--- src/rtl/ex_pkg.sv ---
// Shared types for the execute stage: operation codes, mul/div FSM states, default widths.
// Seventeen operations do not fit a 4-bit code, so ex_op_t is 5 bits wide.
package ex_pkg;

  localparam int DATA_W_DEF  = 32;
  localparam int REG_AW_DEF  = 5;
  localparam int MUL_LAT_DEF = 4;
  localparam int OP_W        = 5;

  typedef enum logic [OP_W-1:0] {
    OP_ADD   = 5'd0,
    OP_SUB   = 5'd1,
    OP_AND   = 5'd2,
    OP_OR    = 5'd3,
    OP_XOR   = 5'd4,
    OP_NOR   = 5'd5,
    OP_SLT   = 5'd6,
    OP_SLTU  = 5'd7,
    OP_SLL   = 5'd8,
    OP_SRL   = 5'd9,
    OP_SRA   = 5'd10,
    OP_MULT  = 5'd11,
    OP_MULTU = 5'd12,
    OP_DIV   = 5'd13,
    OP_DIVU  = 5'd14,
    OP_MFHI  = 5'd15,
    OP_MFLO  = 5'd16
  } ex_op_t;

  typedef enum logic [1:0] {
    MD_IDLE = 2'd0,
    MD_MUL  = 2'd1,
    MD_DIV  = 2'd2
  } md_state_t;

  function automatic logic is_muldiv(input ex_op_t op);
    return (op == OP_MULT) || (op == OP_MULTU) || (op == OP_DIV) || (op == OP_DIVU);
  endfunction

endpackage

--- src/rtl/ex_muldiv_unit.sv ---
// Iterative multiply/divide unit owning HI/LO: fixed-latency multiply, restoring divide
// on operand magnitudes with a sign fix applied on the last iteration.
module ex_muldiv_unit
  import ex_pkg::*;
#(
  parameter int DATA_W  = DATA_W_DEF,
  parameter int MUL_LAT = MUL_LAT_DEF
) (
  input  logic              clk,
  input  logic              rst_n,
  input  logic              start,
  input  logic              is_div,
  input  logic              is_signed,
  input  logic [DATA_W-1:0] a,
  input  logic [DATA_W-1:0] b,
  input  logic              abort,
  output logic              busy,
  output logic [DATA_W-1:0] hi,
  output logic [DATA_W-1:0] lo,
  output md_state_t         state
);

  localparam int CNT_MAX = (DATA_W > MUL_LAT) ? DATA_W : MUL_LAT;
  localparam int CNT_W   = $clog2(CNT_MAX + 1);

  md_state_t           state_q, state_d;
  logic [CNT_W-1:0]    cnt_q, cnt_d;
  logic [2*DATA_W-1:0] prod_q, prod_d;
  logic [DATA_W-1:0]   rem_q, rem_d;
  logic [DATA_W-1:0]   quo_q, quo_d;
  logic [DATA_W-1:0]   dvs_q, dvs_d;
  logic                neg_quo_q, neg_quo_d;
  logic                neg_rem_q, neg_rem_d;
  logic [DATA_W-1:0]   hi_q, hi_d;
  logic [DATA_W-1:0]   lo_q, lo_d;

  logic [2*DATA_W-1:0] ext_a, ext_b;
  logic [DATA_W-1:0]   a_abs, b_abs;
  logic [DATA_W:0]     shifted;
  logic                ge;
  logic [DATA_W-1:0]   step_rem, step_quo, q_fix, r_fix;

  always_comb begin
    ext_a    = {{DATA_W{is_signed & a[DATA_W-1]}}, a};
    ext_b    = {{DATA_W{is_signed & b[DATA_W-1]}}, b};
    a_abs    = (is_signed & a[DATA_W-1]) ? -a : a;
    b_abs    = (is_signed & b[DATA_W-1]) ? -b : b;
    shifted  = {rem_q, quo_q[DATA_W-1]};
    ge       = shifted >= {1'b0, dvs_q};
    step_rem = ge ? DATA_W'(shifted - {1'b0, dvs_q}) : shifted[DATA_W-1:0];
    step_quo = {quo_q[DATA_W-2:0], ge};
    q_fix    = neg_quo_q ? -step_quo : step_quo;
    r_fix    = neg_rem_q ? -step_rem : step_rem;
  end

  always_comb begin
    state_d   = state_q;
    cnt_d     = cnt_q;
    prod_d    = prod_q;
    rem_d     = rem_q;
    quo_d     = quo_q;
    dvs_d     = dvs_q;
    neg_quo_d = neg_quo_q;
    neg_rem_d = neg_rem_q;
    hi_d      = hi_q;
    lo_d      = lo_q;
    case (state_q)
      MD_IDLE: begin
        if (start) begin
          if (is_div) begin
            state_d   = MD_DIV;
            cnt_d     = CNT_W'(DATA_W - 1);
            rem_d     = '0;
            quo_d     = a_abs;
            dvs_d     = b_abs;
            // A zero divisor keeps the all-ones quotient unsigned; the remainder path
            // then naturally rebuilds the original dividend.
            neg_quo_d = is_signed & (a[DATA_W-1] ^ b[DATA_W-1]) & (|b);
            neg_rem_d = is_signed & a[DATA_W-1];
          end else begin
            state_d = MD_MUL;
            cnt_d   = CNT_W'(MUL_LAT - 1);
            prod_d  = ext_a * ext_b;
          end
        end
      end
      MD_MUL: begin
        if (cnt_q == '0) begin
          state_d      = MD_IDLE;
          {hi_d, lo_d} = prod_q;
        end else begin
          cnt_d = cnt_q - 1'b1;
        end
      end
      MD_DIV: begin
        rem_d = step_rem;
        quo_d = step_quo;
        if (cnt_q == '0) begin
          state_d = MD_IDLE;
          hi_d    = r_fix;
          lo_d    = q_fix;
        end else begin
          cnt_d = cnt_q - 1'b1;
        end
      end
      default: state_d = MD_IDLE;
    endcase
    if (abort) begin
      state_d = MD_IDLE;
      hi_d    = hi_q;
      lo_d    = lo_q;
    end
  end

  always_ff @(posedge clk or negedge rst_n) begin
    if (!rst_n) begin
      state_q   <= MD_IDLE;
      cnt_q     <= '0;
      prod_q    <= '0;
      rem_q     <= '0;
      quo_q     <= '0;
      dvs_q     <= '0;
      neg_quo_q <= 1'b0;
      neg_rem_q <= 1'b0;
      hi_q      <= '0;
      lo_q      <= '0;
    end else begin
      state_q   <= state_d;
      cnt_q     <= cnt_d;
      prod_q    <= prod_d;
      rem_q     <= rem_d;
      quo_q     <= quo_d;
      dvs_q     <= dvs_d;
      neg_quo_q <= neg_quo_d;
      neg_rem_q <= neg_rem_d;
      hi_q      <= hi_d;
      lo_q      <= lo_d;
    end
  end

  assign busy  = (state_q != MD_IDLE);
  assign hi    = hi_q;
  assign lo    = lo_q;
  assign state = state_q;

endmodule

--- src/rtl/ex_stage_muldiv.sv ---
// MIPS execute stage: single-cycle ALU, branch-target adder, operand/destination muxes,
// EX/MEM output register and the iterative mul/div unit with HI/LO.
module ex_stage_muldiv
  import ex_pkg::*;
#(
  parameter int DATA_W  = DATA_W_DEF,
  parameter int REG_AW  = REG_AW_DEF,
  parameter int MUL_LAT = MUL_LAT_DEF
) (
  input  logic              Clk,
  input  logic              Rst,
  input  logic              in_valid,
  input  logic              flush,
  input  logic              stall_in,
  output logic              stall_o,
  input  logic              RegWrite_in,
  input  logic              MemtoReg_in,
  input  logic              Branch_in,
  input  logic              MemRead_in,
  input  logic              MemWrite_in,
  input  logic              RegDst,
  input  logic              ALUSrc,
  input  ex_op_t            op,
  input  logic [DATA_W-1:0] PCAddResult,
  input  logic [DATA_W-1:0] ReadData1,
  input  logic [DATA_W-1:0] ReadData2,
  input  logic [DATA_W-1:0] SignExtResult,
  input  logic [REG_AW-1:0] rt,
  input  logic [REG_AW-1:0] rd,
  output logic              valid_o,
  output logic              RegWrite_out,
  output logic              MemtoReg_out,
  output logic              Branch_out,
  output logic              MemRead_out,
  output logic              MemWrite_out,
  output logic [DATA_W-1:0] ALUResult,
  output logic              Zero,
  output logic [DATA_W-1:0] ALUAddResult,
  output logic [DATA_W-1:0] ReadData2_out,
  output logic [REG_AW-1:0] dest_reg,
  output md_state_t         dbg_state,
  output logic [DATA_W-1:0] dbg_hi,
  output logic [DATA_W-1:0] dbg_lo
);

  localparam int OUT_W = 7 + 3 * DATA_W + REG_AW;

  logic [DATA_W-1:0] alu_b, alu_res, branch_sum, md_hi, md_lo;
  logic [4:0]        shamt;
  logic              md_busy, is_md, accept;
  logic [OUT_W-1:0]  exmem_q, exmem_d, load_v, bubble_v;

  // Handshake: ID/EX offers an instruction with in_valid; it is taken on a rising edge
  // only when stall_o is low and flush is low. While stall_o is high upstream must hold.
  assign stall_o = md_busy | stall_in;
  assign is_md   = is_muldiv(op);
  assign accept  = in_valid & ~stall_o & ~flush;

  always_comb begin
    alu_b      = ALUSrc ? SignExtResult : ReadData2;
    shamt      = SignExtResult[10:6];
    branch_sum = PCAddResult + {SignExtResult[DATA_W-3:0], 2'b00};
    alu_res    = '0;
    case (op)
      OP_ADD:  alu_res = ReadData1 + alu_b;
      OP_SUB:  alu_res = ReadData1 - alu_b;
      OP_AND:  alu_res = ReadData1 & alu_b;
      OP_OR:   alu_res = ReadData1 | alu_b;
      OP_XOR:  alu_res = ReadData1 ^ alu_b;
      OP_NOR:  alu_res = ~(ReadData1 | alu_b);
      OP_SLT:  alu_res = {{(DATA_W-1){1'b0}}, $signed(ReadData1) < $signed(alu_b)};
      OP_SLTU: alu_res = {{(DATA_W-1){1'b0}}, ReadData1 < alu_b};
      OP_SLL:  alu_res = alu_b << shamt;
      OP_SRL:  alu_res = alu_b >> shamt;
      OP_SRA:  alu_res = $signed(alu_b) >>> shamt;
      OP_MFHI: alu_res = md_hi;
      OP_MFLO: alu_res = md_lo;
      default: alu_res = '0;
    endcase
  end

  // Bubbles carry a zero result, so their Zero flag reads 1.
  always_comb begin
    bubble_v = {6'b0, {DATA_W{1'b0}}, 1'b1, {(2*DATA_W+REG_AW){1'b0}}};
    load_v   = {1'b1, RegWrite_in, MemtoReg_in, Branch_in, MemRead_in, MemWrite_in,
                alu_res, (alu_res == '0), branch_sum, ReadData2, RegDst ? rd : rt};
    exmem_d  = exmem_q;
    if (flush) begin
      exmem_d = bubble_v;
    end else if (stall_in) begin
      exmem_d = exmem_q;
    end else if (accept && !is_md) begin
      exmem_d = load_v;
    end else begin
      exmem_d = bubble_v;
    end
  end

  always_ff @(posedge Clk or negedge Rst) begin
    if (!Rst) exmem_q <= '0;
    else      exmem_q <= exmem_d;
  end

  assign {valid_o, RegWrite_out, MemtoReg_out, Branch_out, MemRead_out, MemWrite_out,
          ALUResult, Zero, ALUAddResult, ReadData2_out, dest_reg} = exmem_q;

  ex_muldiv_unit #(
    .DATA_W  (DATA_W),
    .MUL_LAT (MUL_LAT)
  ) u_muldiv (
    .clk       (Clk),
    .rst_n     (Rst),
    .start     (accept & is_md),
    .is_div    ((op == OP_DIV) || (op == OP_DIVU)),
    .is_signed ((op == OP_MULT) || (op == OP_DIV)),
    .a         (ReadData1),
    .b         (alu_b),
    .abort     (flush),
    .busy      (md_busy),
    .hi        (md_hi),
    .lo        (md_lo),
    .state     (dbg_state)
  );

  assign dbg_hi = md_hi;
  assign dbg_lo = md_lo;

endmodule

--- config.mk ---
export PLATFORM = sky130hd
export DESIGN_NAME = ex_stage_muldiv
export DESIGN_NICKNAME = d
export VERILOG_FILES = /design/src/rtl/ex_pkg.sv /design/src/rtl/ex_muldiv_unit.sv /design/src/rtl/ex_stage_muldiv.sv
export SDC_FILE = /design/constraint.sdc
export NUM_CORES = 2
export LEC_CHECK = 0
export CAP_MARGIN = 40
export CORE_ASPECT_RATIO = 0.6
export CORE_MARGIN = 3
export CORE_UTILIZATION = 69
export CTS_CLUSTER_SIZE = 24
export DETAILED_ROUTE_END_ITERATION = 10
export GPL_ROUTABILITY_DRIVEN = 0
export PLACE_DENSITY = 0.9
export SETUP_SLACK_MARGIN = 0.4
export SLEW_MARGIN = 25
export SYNTH_ARGS = -nofsm -noshare
export SYNTH_HDL_FRONTEND = slang
export SYNTH_SLANG_ARGS = --single-unit
export TNS_END_PERCENT = 20
--- constraint.sdc ---
create_clock -name Clk -period 8.7 [get_ports Clk]
set_clock_uncertainty 0.15 [all_clocks]
set_input_delay 1.74 -clock Clk [delete_from_list [all_inputs] [get_ports Clk]]
set_output_delay 1.74 -clock Clk [all_outputs]
set_load 0.03 [all_outputs]
==> flow_summary.rst, run 1 <==
.. list-table::
   :header-rows: 1

   * - Metric
     - Value
   * - Net count after synthesis
     - between 9000 and 10000
   * - Average instance area after synthesis
     - roughly 8.5 sq um
   * - Die H
     - 249.1 microns
   * - Global Route Usage Sum
     - 81.87%
   * - Total congestion overflow after global routing
     - around 680
   * - Port Buffer Count
     - around 330
   * - Clock Root Buffer
     - clkbuf_16
   * - Part of the Yosys area used for sequential elements
     - about 13%
   * - Instance count after placement with tap cells included
     - 9930
   * - Synthesized flop and latch total
     - roughly 340
   * - Result of the run
     - aborted with a tool error
   * - Initial standard-cell utilization of the core
     - 70.13%
   * - Detailed-placement wirelength estimate
     - roughly 260000 microns
   * - Most frequent cells after synthesis
     - inv_1, nand2_1, fa_1
   * - H-tree depth reported by CTS
     - 2
   * - Most used flip-flop cell after synthesis
     - dfrtp_1
   * - Syn Std Cell Area
     - 67950 sq um
   * - Last stage reached
     - global routing (5_1_grt)
   * - Error text reported by the tool
     - [ERROR GRT-0116] Global routing finished with congestion. Check the congestion regions in the DRC Viewer.
   * - Top-Level Pins
     - 330
   * - Chip Width
     - between 400 and 500 microns
   * - Post-cts hold buffer count
     - 0
   * - CTS buffer count
     - 34
   * - Synth Instances
     - ~8000
   * - Pin count of the biggest net entering global routing
     - between 100 and 150
   * - Number of different library cells in the post-synthesis netlist
     - 92
   * - Most instantiated library cell after synthesis
     - inv_1
   * - Number of flops mapped to enable cells by yosys
     - 0
   * - Sink Count
     - around 340
   * - First-pass GRT wire length
     - just over 600000 microns
   * - Number of rows in the core area
     - 88
   * - Vias in the first global route
     - between 90000 and 100k
   * - Cell types occupying the most area after synthesis
     - fa_1, dfrtp_1, inv_1, ha_1, nand2_1
   * - Synth top area share
     - between 30 and 40%
   * - Cell taking the most area after synthesis
     - fa_1
   * - Asr flop ratio synth
     - between 90% and 100%
   * - Total number of yosys warnings
     - 0
   * - Deepest clock path buffer count
     - 3
==> logic make-up after synthesis <==
| kind of cell | Yosys count | share of synthesized area (%) |
|---|---|---|
| xor gates and xnor gates | 244 | 3.145 |
| buffers and inverters | 1808 | 10.13 |
| and+or+nand+nor | 2395 | 15.05 |
| adders and majority gates | 1507 | 40.22 |
| muxes | 240 | 4.900 |
| AOI/OAI and AO/OA | 1451 | 13.96 |
| DFF | 342 | 12.59 |
==> timing repair <==
item | 4_1_cts
setup endpoints to repair | 47
pin swaps | 199
buffers inserted | 113
gates resized for setup | 441
cloned | 8
==> routing by layer <==
layer / overflow / global-route usage, %
met5: 21 / 59.04
met4: 239 / 76.76
met3: 90 / 78.18
met2: 237 / 88.81
met1: 91 / 82.39
==> metrics by stage <==
step / hold slack (ns) / cell area [sq um] / setup slack (ns)
2_1_floorplan: 0.2890 / 68620 / -1.449
3_3_place_gp: 0.2998 / 78000 / -1.700
3_5_place_dp: 0.3108 / 78090 / -2.149
4_1_cts: 0.3285 / 81760 / -0.8044
==> run 2: changes to the inputs <==
--- a/config.mk
+++ b/config.mk
@@ -6,14 +6,11 @@
 export NUM_CORES = 2
 export LEC_CHECK = 0
 export CAP_MARGIN = 40
-export CORE_ASPECT_RATIO = 0.6
 export CORE_MARGIN = 3
-export CORE_UTILIZATION = 69
-export CTS_CLUSTER_SIZE = 24
+export CORE_UTILIZATION = 40
 export DETAILED_ROUTE_END_ITERATION = 10
 export GPL_ROUTABILITY_DRIVEN = 0
-export PLACE_DENSITY = 0.9
-export SETUP_SLACK_MARGIN = 0.4
+export PLACE_DENSITY_LB_ADDON = 0.15
 export SLEW_MARGIN = 25
 export SYNTH_ARGS = -nofsm -noshare
 export SYNTH_HDL_FRONTEND = slang
==> flow_summary.rst, run 2 <==
.. list-table::
   :header-rows: 1

   * - Metric
     - Value
   * - Clock Pin Slew Worst Setup and Hold Paths
     - 0.06 ns
   * - Worst EP required
     - a little over 9 ns
   * - Total number of yosys warnings
     - 0 (unchanged)
   * - Core outline area
     - roughly 170000 sq um
   * - Sink Count
     - 342 (unchanged)
   * - Synth Instances
     - 7987 (unchanged)
   * - Commonest non-fill, non-tap cells in the layout
     - inv_1, nand2_1, fa_1
   * - Syn Std Cell Area
     - 67950 sq um (unchanged)
   * - Shortest period the worst path allows
     - between 9 and 10 ns
   * - Vias in the first global route
     - around 65000
   * - Synthesized flop and latch total
     - 342 (unchanged)
   * - Failing checks
     - design-rule violations, negative setup slack
   * - WL per Instance
     - 28.09 microns
   * - Clk_lat worst skew
     - 0.67 ns
   * - Result of the run
     - finished, violations left
   * - Largest registers
     - exmem_q (108), u_muldiv.prod_q (64)
   * - Die Area
     - 174900 sq um
   * - Pin count of the biggest net entering global routing
     - ~130
   * - Max-slew headroom at the worst pin
     - 31.43%
   * - Most instantiated library cell after synthesis
     - inv_1
   * - Clock Root Buffer
     - clkbuf_16
   * - First-pass GRT wire length
     - roughly 450000 microns
   * - Slowest cell delay on critical path
     - between 0.5 and 0.6 ns
   * - Initial standard-cell utilization of the core
     - 40.45% (-30 points)
   * - Die H
     - 418.2 microns (+68%)
   * - Cell types occupying the most area after synthesis
     - fa_1, dfrtp_1, inv_1, ha_1, nand2_1
   * - Highest fanout seen on the critical path
     - 7
   * - Slew at the pin closest to its max-slew limit
     - approximately 1.0 ns
   * - Synth top area share
     - 33.26% (unchanged)
   * - TritonRoute pass-1 iters
     - 11
   * - Asr flop ratio synth
     - 100.0% (unchanged)
   * - Startpoint of the worst register-to-register path
     - u_muldiv.dvs_q[21]$_DFFE_PN0P_
   * - Element type at the critical path end
     - register
   * - Average vias per placed instance
     - around 6
   * - Max reg flops
     - between 100 and 150
   * - Crit path launch type
     - input port
   * - Most used flip-flop cell after synthesis
     - dfrtp_1
   * - H-tree depth reported by CTS
     - 2 (unchanged)
   * - Number of cells on the worst hold path
     - 2
   * - Instance count after placement with tap cells included
     - 10950 (+10%)
   * - Max-cap violation count
     - 0
   * - Part of the Yosys area used for sequential elements
     - 12.59% (unchanged)
   * - Final standard cell count with taps included and fillers excluded
     - ~11000
   * - Total DRC errors in the routed layout
     - 5
   * - Area growth from synthesis to layout
     - 24.60%
   * - Average instance area after synthesis
     - 8.508 sq um (unchanged)
   * - Number of rows in the core area
     - 150 (+70%)
   * - Net count after synthesis
     - 9649 (unchanged)
   * - Total congestion overflow after global routing
     - 0
   * - Cell taking the most area after synthesis
     - fa_1
   * - Number of different library cells in the post-synthesis netlist
     - 92 (unchanged)
   * - Endpoint of the most critical register-to-register path
     - u_muldiv.hi[16]$_DFFE_PN0P_
   * - Worst setup margin
     - -0.7942 ns
   * - Tcrit/Tclk final
     - 109.1%
   * - Sequential cell area
     - ~8600 sq um
   * - Deepest clock path buffer count
     - 3 (unchanged)
   * - Port Buffer Count
     - 329 (unchanged)
   * - End of the worst hold path
     - u_muldiv.prod_q[3]$_DFFE_PN0P_
   * - Max-slew violations
     - 0
   * - RSZ-0062 raised after global routing
     - true
   * - Hold Path Class
     - reg -> reg
   * - Total routed wirelength
     - around 310000 microns
   * - Number of setup violations in the final report
     - 32
   * - Cell with the biggest individual delay on the critical path
     - fa_2
   * - Number of flops mapped to enable cells by yosys
     - 0 (unchanged)
   * - Setup Slack @ Placement
     - -1.942 ns (+0.2070 ns)
   * - Via count
     - around 65000
   * - Top-Level Pins
     - 330 (unchanged)
   * - Most frequent cells after synthesis
     - inv_1, nand2_1, fa_1
   * - Critical hold path startpoint
     - u_muldiv.prod_q[3]$_DFFE_PN0P_
   * - Endpoints failing hold
     - 0
   * - Commonest non-fill, non-tap cell in the layout
     - inv_1
   * - Area after detailed placement
     - 80810 sq um (+3.5%)
   * - Post-cts hold buffer count
     - 0 (unchanged)
   * - Chip Width
     - 418.2 microns (+1.7%)
   * - Finished Cell Area
     - 84670 sq um
   * - Number of antenna violations at the first check in global routing
     - 25
   * - Register ranked first by flip-flop count
     - exmem_q
   * - Worst endpoint data arrival time
     - a little under 10 ns
   * - Multi-input logic area
     - 53950 sq um
   * - Global Route Usage Sum
     - 35.30%
   * - Starting DRC count in detailed routing
     - approximately 8400
   * - Setup slack, reg-to-reg
     - between 2 and 3 ns
   * - Path depth of the worst reg2reg path
     - 19
   * - Post-layout net count
     - 10560
   * - Layout filler cell count
     - 15980
   * - Setup_tns
     - -14.82 ns
   * - Share of final-layout standard cells stronger than drive strength 1
     - between 10% and 20%
   * - CTS buffer count
     - 41 (+21%)
   * - Clock tree from TritonCTS
     - done
   * - Detailed-placement wirelength estimate
     - 255900 microns (-1.0%)
   * - Number of nets with antenna violations after routing
     - 0
   * - Worst Path Class, Setup
     - in -> reg
   * - Most repeated library cell on the critical path
     - fa_1
   * - Upper clock frequency limit
     - around 110 MHz
-- run 2: cell counts after synthesis --
No cell type changed its count.
-- run 2: layout make-up --
cell class	instances	area share, %
Antenna cell	18	0.05320
Clock buffer	56	1.362
Clock inverter	19	0.2793
Inverter	1325	5.970
Multi-Input combinational cell	5837	63.71
Sequential cell	342	10.11
Tap cell	2204	3.257
Timing Repair Buffer	1348	15.26
-- run 2: per-stage QoR --
step / util [%] / hold slack (ns)
floorplan: - / 0.2890
global placement: 48.04 / 0.3049
detailed placement: 48.11 / 0.3088
CTS: 49.91 / 0.3250
global route: 50.38 / 0.3489
finish: 50.41 / 0.3217
-- run 2: critical path, delay by kind of cell --
| kind | cells | cell delay [ns] |
|---|---|---|
| adders and majority gates | 9 | 4.28 |
| AOI/OAI and AO/OA | 9 | 1.46 |
| buffers and inverters | 7 | 1.08 |
| and+or+nand+nor | 3 | 0.73 |
| muxes | 1 | 0.40 |
| xor gates and xnor gates | 1 | 0.17 |
-- run 2: metal layers --
| layer | global-route usage [%] | vias to the layer above | part of all wire (%) |
|---|---|---|---|
| met5 | 0 | - | 0.025 |
| met4 | 22.15 | 8 | 8.4 |
| met3 | 10.25 | 958 | 12 |
| met2 | 51.59 | 4096 | 41 |
| met1 | 45.90 | 32730 | 38 |
| li1 | - | 27670 | - |
-- run 2: worst max-delay path by stage --
stage	startpoint	to	slack [ns]
6_report	ReadData2[16]	u_muldiv.prod_q[56]$_DFFE_PN0P_	-0.79
5_1_grt	ReadData2[16]	u_muldiv.prod_q[56]$_DFFE_PN0P_	-0.92
3_5_place_dp	op[1]	u_muldiv.prod_q[62]$_DFFE_PN0P_	-1.94
4_1_cts	ALUSrc	u_muldiv.prod_q[56]$_DFFE_PN0P_	-0.72
2_1_floorplan	ALUSrc	u_muldiv.prod_q[56]$_DFFE_PN0P_	-1.45
3_3_place_gp	op[1]	u_muldiv.prod_q[51]$_DFFE_PN0P_	-1.86
-- run 2: timing repair --
item	CTS	global route
pin swaps	91	117
gates resized for setup	278	145
setup buffers	72	25
cloned	7	2
setup endpoints to repair	40	41
-- run 2: cell families (layout without fill, tap and decap cells) --
kind of cell	count (synthesis)	in the layout	share of synthesized area (%)
simple gates	2395	2395	15.05
buf+inv	1808	2748	10.13
fa+ha+maj	1507	1507	40.22
compound gates	1451	1451	13.96
flops	342	342	12.59
xor+xnor	244	244	3.145
mux	240	240	4.900
other cells	0	18	0
Power of run 2 is not shown: default switching activity piles up to over one toggle a cycle in this logic, so the estimate is an artifact.
